--- config.mk ---
export PLATFORM = sky130hd
export DESIGN_NAME = led_fade_pwm
export DESIGN_NICKNAME = d
export VERILOG_FILES = /design/src/rtl/led_fade_pwm.sv
export SDC_FILE = /design/constraint.sdc
export NUM_CORES = 1
export LEC_CHECK = 0
export ABC_AREA = 0
export BUFFER_PORTS_ARGS = -buffer_cell sky130_fd_sc_hd__buf_4
export CORE_MARGIN = 4
export CORE_UTILIZATION = 50
export CTS_CLUSTER_SIZE = 30
export DETAILED_ROUTE_END_ITERATION = 10
export MAX_ROUTING_LAYER = met4
export PLACE_DENSITY = 0.71
export SETUP_SLACK_MARGIN = 0.15
export SYNTH_ARGS = -nofsm -noshare
export SYNTH_HDL_FRONTEND = slang
export SYNTH_SLANG_ARGS = --single-unit
--- constraint.sdc ---
create_clock -name clk -period 3.36 [get_ports clk]
set_clock_uncertainty 0.15 [all_clocks]
set_input_delay 0.168 -clock clk [delete_from_list [all_inputs] [get_ports clk]]
set_output_delay 0.168 -clock clk [all_outputs]
set_load 0.03 [all_outputs]
--- src/rtl/led_fade_pwm.sv ---
// ============================================================================
// Module   : led_fade_pwm
// Purpose  : PWM LED driver that ramps brightness linearly toward full or off
//            following a fade request. Optional build macro: LED_FADE_GAMMA_EN
//            (squared-level duty for perceptually linear fades).
// Revision : 1.0 - initial release
// ============================================================================
`default_nettype none

module led_fade_pwm #(
  parameter int PWM_W    = 8,
  parameter int STEP_DIV = 64
) (
  input  logic             clk,
  input  logic             rst,
  input  logic             en,
  output logic             led,
  output logic [PWM_W-1:0] level,
  output logic [1:0]       state
);

  localparam int               SW          = (STEP_DIV > 1) ? $clog2(STEP_DIV) : 1;
  localparam logic [PWM_W-1:0] C_LVL_MAX   = '1;
  localparam logic [SW-1:0]    C_STEP_LAST = SW'(STEP_DIV - 1);

  typedef enum logic [1:0] {
    S_OFF  = 2'd0,
    S_RISE = 2'd1,
    S_ON   = 2'd2,
    S_FALL = 2'd3
  } state_t;

  state_t           r_state;
  logic [PWM_W-1:0] r_level;
  logic [PWM_W-1:0] r_pwm_cnt;
  logic [PWM_W-1:0] r_duty_q;
  logic [SW-1:0]    r_step_cnt;
  logic             r_led;
  logic             w_wrap;
  logic             w_tick;
  logic [PWM_W-1:0] w_duty_next;

  assign w_wrap = &r_pwm_cnt;
  assign w_tick = w_wrap && (r_step_cnt == C_STEP_LAST);

`ifdef LED_FADE_GAMMA_EN
  logic [2*PWM_W-1:0] w_sq;
  logic [PWM_W-1:0]   r_gamma;

  assign w_sq = {{PWM_W{1'b0}}, r_level} * {{PWM_W{1'b0}}, r_level};

  // Full brightness is forced so the top level stays constantly on.
  always_ff @(posedge clk) begin
    if (!rst) begin
      r_gamma <= '0;
    end else if (r_level == C_LVL_MAX) begin
      r_gamma <= C_LVL_MAX;
    end else begin
      r_gamma <= PWM_W'(w_sq >> PWM_W);
    end
  end

  assign w_duty_next = r_gamma;
`else
  assign w_duty_next = r_level;
`endif

  always_ff @(posedge clk) begin
    if (!rst) begin
      r_pwm_cnt  <= '0;
      r_step_cnt <= '0;
      r_duty_q   <= '0;
      r_led      <= 1'b0;
    end else begin
      r_pwm_cnt <= r_pwm_cnt + 1'b1;
      r_led     <= (r_pwm_cnt < r_duty_q) || (&r_duty_q);
      if (w_wrap) begin
        r_duty_q   <= w_duty_next;
        r_step_cnt <= (r_step_cnt == C_STEP_LAST) ? '0 : r_step_cnt + 1'b1;
      end
    end
  end

  // Direction changes take priority over a coincident step tick.
  always_ff @(posedge clk) begin
    if (!rst) begin
      r_state <= S_OFF;
      r_level <= '0;
    end else begin
      case (r_state)
        S_OFF: begin
          r_level <= '0;
          if (en) r_state <= S_RISE;
        end
        S_RISE: begin
          if (!en) begin
            r_state <= S_FALL;
          end else if (w_tick) begin
            if (r_level != C_LVL_MAX) r_level <= r_level + 1'b1;
            if (r_level >= C_LVL_MAX - 1'b1) r_state <= S_ON;
          end
        end
        S_ON: begin
          r_level <= C_LVL_MAX;
          if (!en) r_state <= S_FALL;
        end
        S_FALL: begin
          if (en) begin
            r_state <= S_RISE;
          end else if (w_tick) begin
            if (r_level != '0) r_level <= r_level - 1'b1;
            if (r_level <= {{(PWM_W-1){1'b0}}, 1'b1}) r_state <= S_OFF;
          end
        end
        default: begin
          r_state <= S_OFF;
          r_level <= '0;
        end
      endcase
    end
  end

  assign led   = r_led;
  assign level = r_level;
  assign state = r_state;

endmodule

`default_nettype wire

==> results of run 1 <==
synth_stat cells (all sizes together), types with 3 or more instances:
cell / number
nand4: 5
a21boi: 9
nor2b: 5
a21oi: 8
o21ai: 5
a31oi: 3
xor2: 4
and2: 7
inv: 19
nor2: 16
xnor2: 8
o22ai: 4
dfxtp: 33
nor3: 7
and4: 4
nand3: 14
nand2b: 3
nor4: 5
ha: 18
clkbuf: 9
buf: 5
nand2: 32
metrics by stage:
stage | instance area [um2] | hold slack (ps) | total power [mW] | utilization (%) | setup slack, ps
final | 2340 | 123 | 1.46 | 57.7 | 1110
after detailed placement | 2230 | 308 | 1.08 | 54.9 | 1120
after global routing | 2340 | 140 | 1.55 | 57.7 | 872
after global placement | 2230 | 302 | 1.07 | 54.9 | 1210
after floorplan | 2120 | 293 | 0.933 | - | 1160
after CTS | 2340 | 116 | 1.46 | 57.7 | 1090
placed cells by master, fill, tap and decap left out, types with 4 or more instances in the layout:
cell type,n
nor3_1,7
ha_1,18
nor2_1,16
inv_1,19
a21boi_0,9
nand3_1,13
xnor2_1,8
and2_1,7
nand2_1,31
nand4_1,4
o22ai_1,4
o21ai_0,5
dfxtp_1,33
clkbuf_8,6
and4_1,4
xor2_1,4
a21oi_1,8
buf_4,13
nor2b_1,5
flip-flops by register name, indices dropped and copies added, names as in the netlist:
| register | flops |
|---|---|
| led | 1 |
| level | 8 |
| r_duty_q | 8 |
| r_pwm_cnt | 8 |
| r_step_cnt | 6 |
| state | 2 |
critical path, delay by kind of cell (launching register included):
kind                     cells  cell delay (ps)
AND/OR/NAND/NOR              3              940
AO/OA/AOI/OAI                2              460
flip-flops                   1              390
adder cells (fa/ha/maj)      1              240
metal layers:
metal,track usage (%),vias to the layer above
li1,-,926
met1,23.8,822
met2,29.9,44
met3,4.55,10
met4,5.53,0
met5,-,-
worst paths after layout:
kind	startpoint	to	slack (ps)	depth (start not counted)
min	rst	state[0]	120	2
max	r_pwm_cnt[0]	level[6]	1110	6
min reg2reg	r_duty_q[2]	r_duty_q[2]	320	2
max reg2reg	r_pwm_cnt[0]	level[6]	1110	6
layout make-up:
class,instances,area share (%)
Multi-Input combinational cell,191,56.9
Sequential cell,33,28.2
Timing Repair Buffer,13,4.17
Clock buffer,7,3.69
Inverter,19,3.04
Tap cell,50,2.67
Clock inverter,1,1.28
power by group:
group | internal, mW | switching [mW]
Combinational | 0.232 | 0.338
Sequential | 0.423 | 0.0794
Clock | 0.242 | 0.143
Total | 0.897 | 0.561
logic make-up (layout without fill, tap and decap cells):
group	count (synthesis)	in the layout	synth area share [%]
multiplexers	2	2	0.943
AO/OA/AOI/OAI	53	53	18.4
AND/OR/NAND/NOR	106	106	27.9
XOR/XNOR	12	12	4.95
flip-flops	33	33	31.1
adder cells (fa/ha/maj)	18	18	10.6
buffers and inverters	33	40	6.07
==> results.yml, run 1 <==
critical_path:
  start_kind: "register"
  crit_chain: "ha_1, nand4_2, nor2_1, a221o_1, nand2_2, o221ai_2"
  crit_path_max_incr_delay_ps: 670
  crit_required_ps: 3420
  arrival_ps: 2310
  endpoint_kind: "register"
  path_class: "reg -> reg"
  slowest_stage: "nor2_1"
  critPathMaxFanout: 13
sta:
  tightest_slew_ps: 839
  maxSlewViolCount: 0
  slew_headroom_pct: 43.9
  final_hold_viol_count: 0
  rsz0062_at_grt: "false"
  min_period_ps: 2250
  fmax_ghz: 0.444
  min_period_over_period_pct: 67.0
  setup_tns_ps: 0
  finalSetupViolations: 0
floorplan:
  die_w_um: 73.2
  chipHeight_um: 73.2
  rows: 23
  start_util_pct: 52.3
  dieArea_mm2: 0.00535
  ios: 14
  core_area_mm2: 0.00406
grt:
  grt_use_total_pct: 18.9
  grt_pass1_wl_um: 7740
  antenna_found_initial: 0
  overflow: 0
  grt_max_degree: 31
  grt_pass1_vias: 1624
final_layout:
  fin_nets: 284
  final_cells: 314
  antennaDiodeCount: 0
  layout-drive-gt1-share_pct: 11.7
  seq_area_um2: 661
  fillers: 376
  syn_to_final_growth_pct: 10.3
  multi_input_area_mm2: 0.00133
synthesis:
  synth_edf_count: 0
  avgSynthCellArea_um2: 8.26
  synth_top_cells_by_area: "dfxtp_1 (31%), ha_1 (11%), nand2_1 (5.5%), inv_1 (3.4%), xnor2_1 (3.3%)"
  syn_nets: 278
  yosys.area.top_type: "dfxtp_1"
  netlist_area_mm2: 0.00212
  async_reset_ff_share_pct: 0
  ys_seq_area_share_pct: 31.1
  synth.top_cell.area_share_pct: 31.1
  yosys_most_used_dff: "dfxtp_1"
  synth_cell_types: 54
  ys_warn_count: 0
  ys_ff_latch: 33
  synth_cells: 257
routing:
  drtIter0Drc: 96
  met2_length_um: 2180
  drtAntennaViolNets: 0
  met3WireLength_um: 253
  dr.max_layer_used: "met4"
  drc: 0
  firstDrtPassIters: 4
  wire_per_inst_um: 14.7
  viasPerCell: 5.74
  via_count: 1802
  m1WireLength_um: 2110
  drt_wl_total_um: 4610
place:
  place_congestion: 0.911
  hpwl_um: 3180
  placed_cells: 306
  portBuffers: 13
pwr:
  peakVddDrop_mv: 0.430
  power_density_mw_per_mm2: 622
  p_leak_nw: 0.864
clock_tree:
  cts_root_buf: "clkbuf_8"
  clockBufferDepth: 2
  clk_latency_ps: 280
  cts_buffers: 5
  postCtsSetupBuffers: 0
  cts_max_level: 2
  cts-resized-gates: 0
  holdBufCountCts: 0
  cts_tree: "built"
  cts.reportedPaths.clkPinSlew_ps: 70
  clock-sinks: 33
outcome:
  outcome: "finished clean"
worst_hold_path:
  hold_class: "in -> reg"
job:
  drv_cap: 0
Power figures use the tool's default switching activity.
==> run 2: changes to the inputs <==
clock period = 2.13 ns   (was 3.36 ns; I/O delays follow)
==> results.yml, run 2 (synthesized netlist as in run 1, its figures left out) <==
grt:
  grt_use_total_pct: 19.6
  grt_pass1_wl_um: 8100
  antenna_found_initial: 0
  grt_max_degree: 31
  grt_pass1_vias: 1832
  overflow: 0
pwr:
  peakVddDrop_mv: 0.649
  power_density_mw_per_mm2: 906
  p_leak_nw: 0.937
worst_hold_path:
  hold_path_end: "state[0]"
  holdPathStages: 2
  hold_class: "in -> reg"
  hold_path.startpoint: "rst"
sta:
  final_hold_viol_count: 0
  finalSetupViolations: 0
  fmax_ghz: 0.530
  setup_tns_ps: 0
  min_period_ps: 1890
  rsz0062_at_grt: "true"
  maxSlewViolCount: 0
  min_period_over_period_pct: 88.6
  tightest_slew_ps: 453
  slew_headroom_pct: 69.7
critical_path:
  r2r_cells: 6
  critPathMaxFanout: 5
  r2r_setup_slack_ps: 240
  endpoint_kind: "register"
  timing.rr.end: "level[3]"
  start_kind: "register"
  reg2reg_from: "r_pwm_cnt[1]"
  startpoint: "r_pwm_cnt[1]"
  path_class: "reg -> reg"
  arrival_ps: 1890
  crit_required_ps: 2130
routing:
  firstDrtPassIters: 4
  drc: 0
  via_count: 1845
  drtAntennaViolNets: 0
  drt_wl_total_um: 4710
  drtIter0Drc: 80
  viasPerCell: 5.64
  wire_per_inst_um: 14.4
clock_tree:
  cts_root_buf: "clkbuf_8"
  clk_latency_ps: 270
  clock-sinks: 33
  cts_buffers: 5
  clockBufferDepth: 2
  cts_tree: "built"
  cts_max_level: 2
  cts.reportedPaths.clkPinSlew_ps: 60
place:
  hpwl_um: 3520
  portBuffers: 13
  place_congestion: 0.855
final_layout:
  syn_to_final_growth_pct: 16.9
  fin_nets: 298
  antennaDiodeCount: 0
  final_cell_mix: "nand2_1 (31), buf_4 (27), dfxtp_1 (27), inv_1 (19), ha_1 (15)"
  layout_commonest_cell: "nand2_1"
  utilization_pct: 61.1
  fillers: 388
  layout-drive-gt1-share_pct: 20.9
floorplan:
  chipHeight_um: 73.2
  core_area_mm2: 0.00406
  ios: 14
  rows: 23
  start_util_pct: 52.3
  dieArea_mm2: 0.00535
  die_w_um: 73.2
job:
  drv_cap: 0
outcome:
  outcome: "finished clean"
## run 2: area by class of cell
class                   count  area (um2)  share of cell area, %
clock buffers               7        86.3                   3.48
inverters                  19        71.3                   2.87
multi-input cells         191        1390                   55.9
flip-flops and latches     33         671                   27.0
well taps                  50        62.6                   2.52
repair buffers             27         203                   8.17
## run 2: through the flow
stage	cells	hold slack, ps	area (um2)	power (mW)	worst slack (ps)
after global placement	319	302	2330	1.74	207
after detailed placement	319	313	2330	1.74	136
final	327	71.8	2480	2.25	243
after global routing	327	79.0	2480	2.41	115
after floorplan	257	281	2130	1.49	149
after CTS	326	64.1	2410	2.21	160
## run 2: layer usage
layer  wire length, um  track usage [%]
met2              2260             31.6
met1              2220             24.6
met3               197             4.13
met4                37             5.53
met5                 0                -
## run 2: worst max-delay path, cell delays in order (launching register included)
cell	delay, ps
dfxtp_2	380
ha_4	150
nand4_2	120
nor4_4	390
a31o_1	230
and3b_1	200
o2bb2ai_1	120
## run 2: timing repair
action | CTS | global route
buffers inserted | 0 | 1
hold endpoints to repair | 0 | 0
pin swaps | 1 | 5
setup endpoints to repair | 2 | 8
hold buffers | 0 | 0
gates resized for setup | 0 | 14
## run 2: worst max path at each step
stage / to / slack [ps] / cells after the start
finish: level[3] / 240 / 6
global route: level[3] / 110 / 6
CTS: level[6] / 160 / 5
detailed placement: level[3] / 140 / 6
global placement: level[6] / 210 / 5
floorplan: state[0] / 150 / 7
## run 2: power by group
group	switching (mW)	total [mW]	internal, mW
clock	0.203	0.459	0.256
sequential	0.0982	0.774	0.676
combinational	0.587	1.01	0.428
total	0.888	2.25	1.36
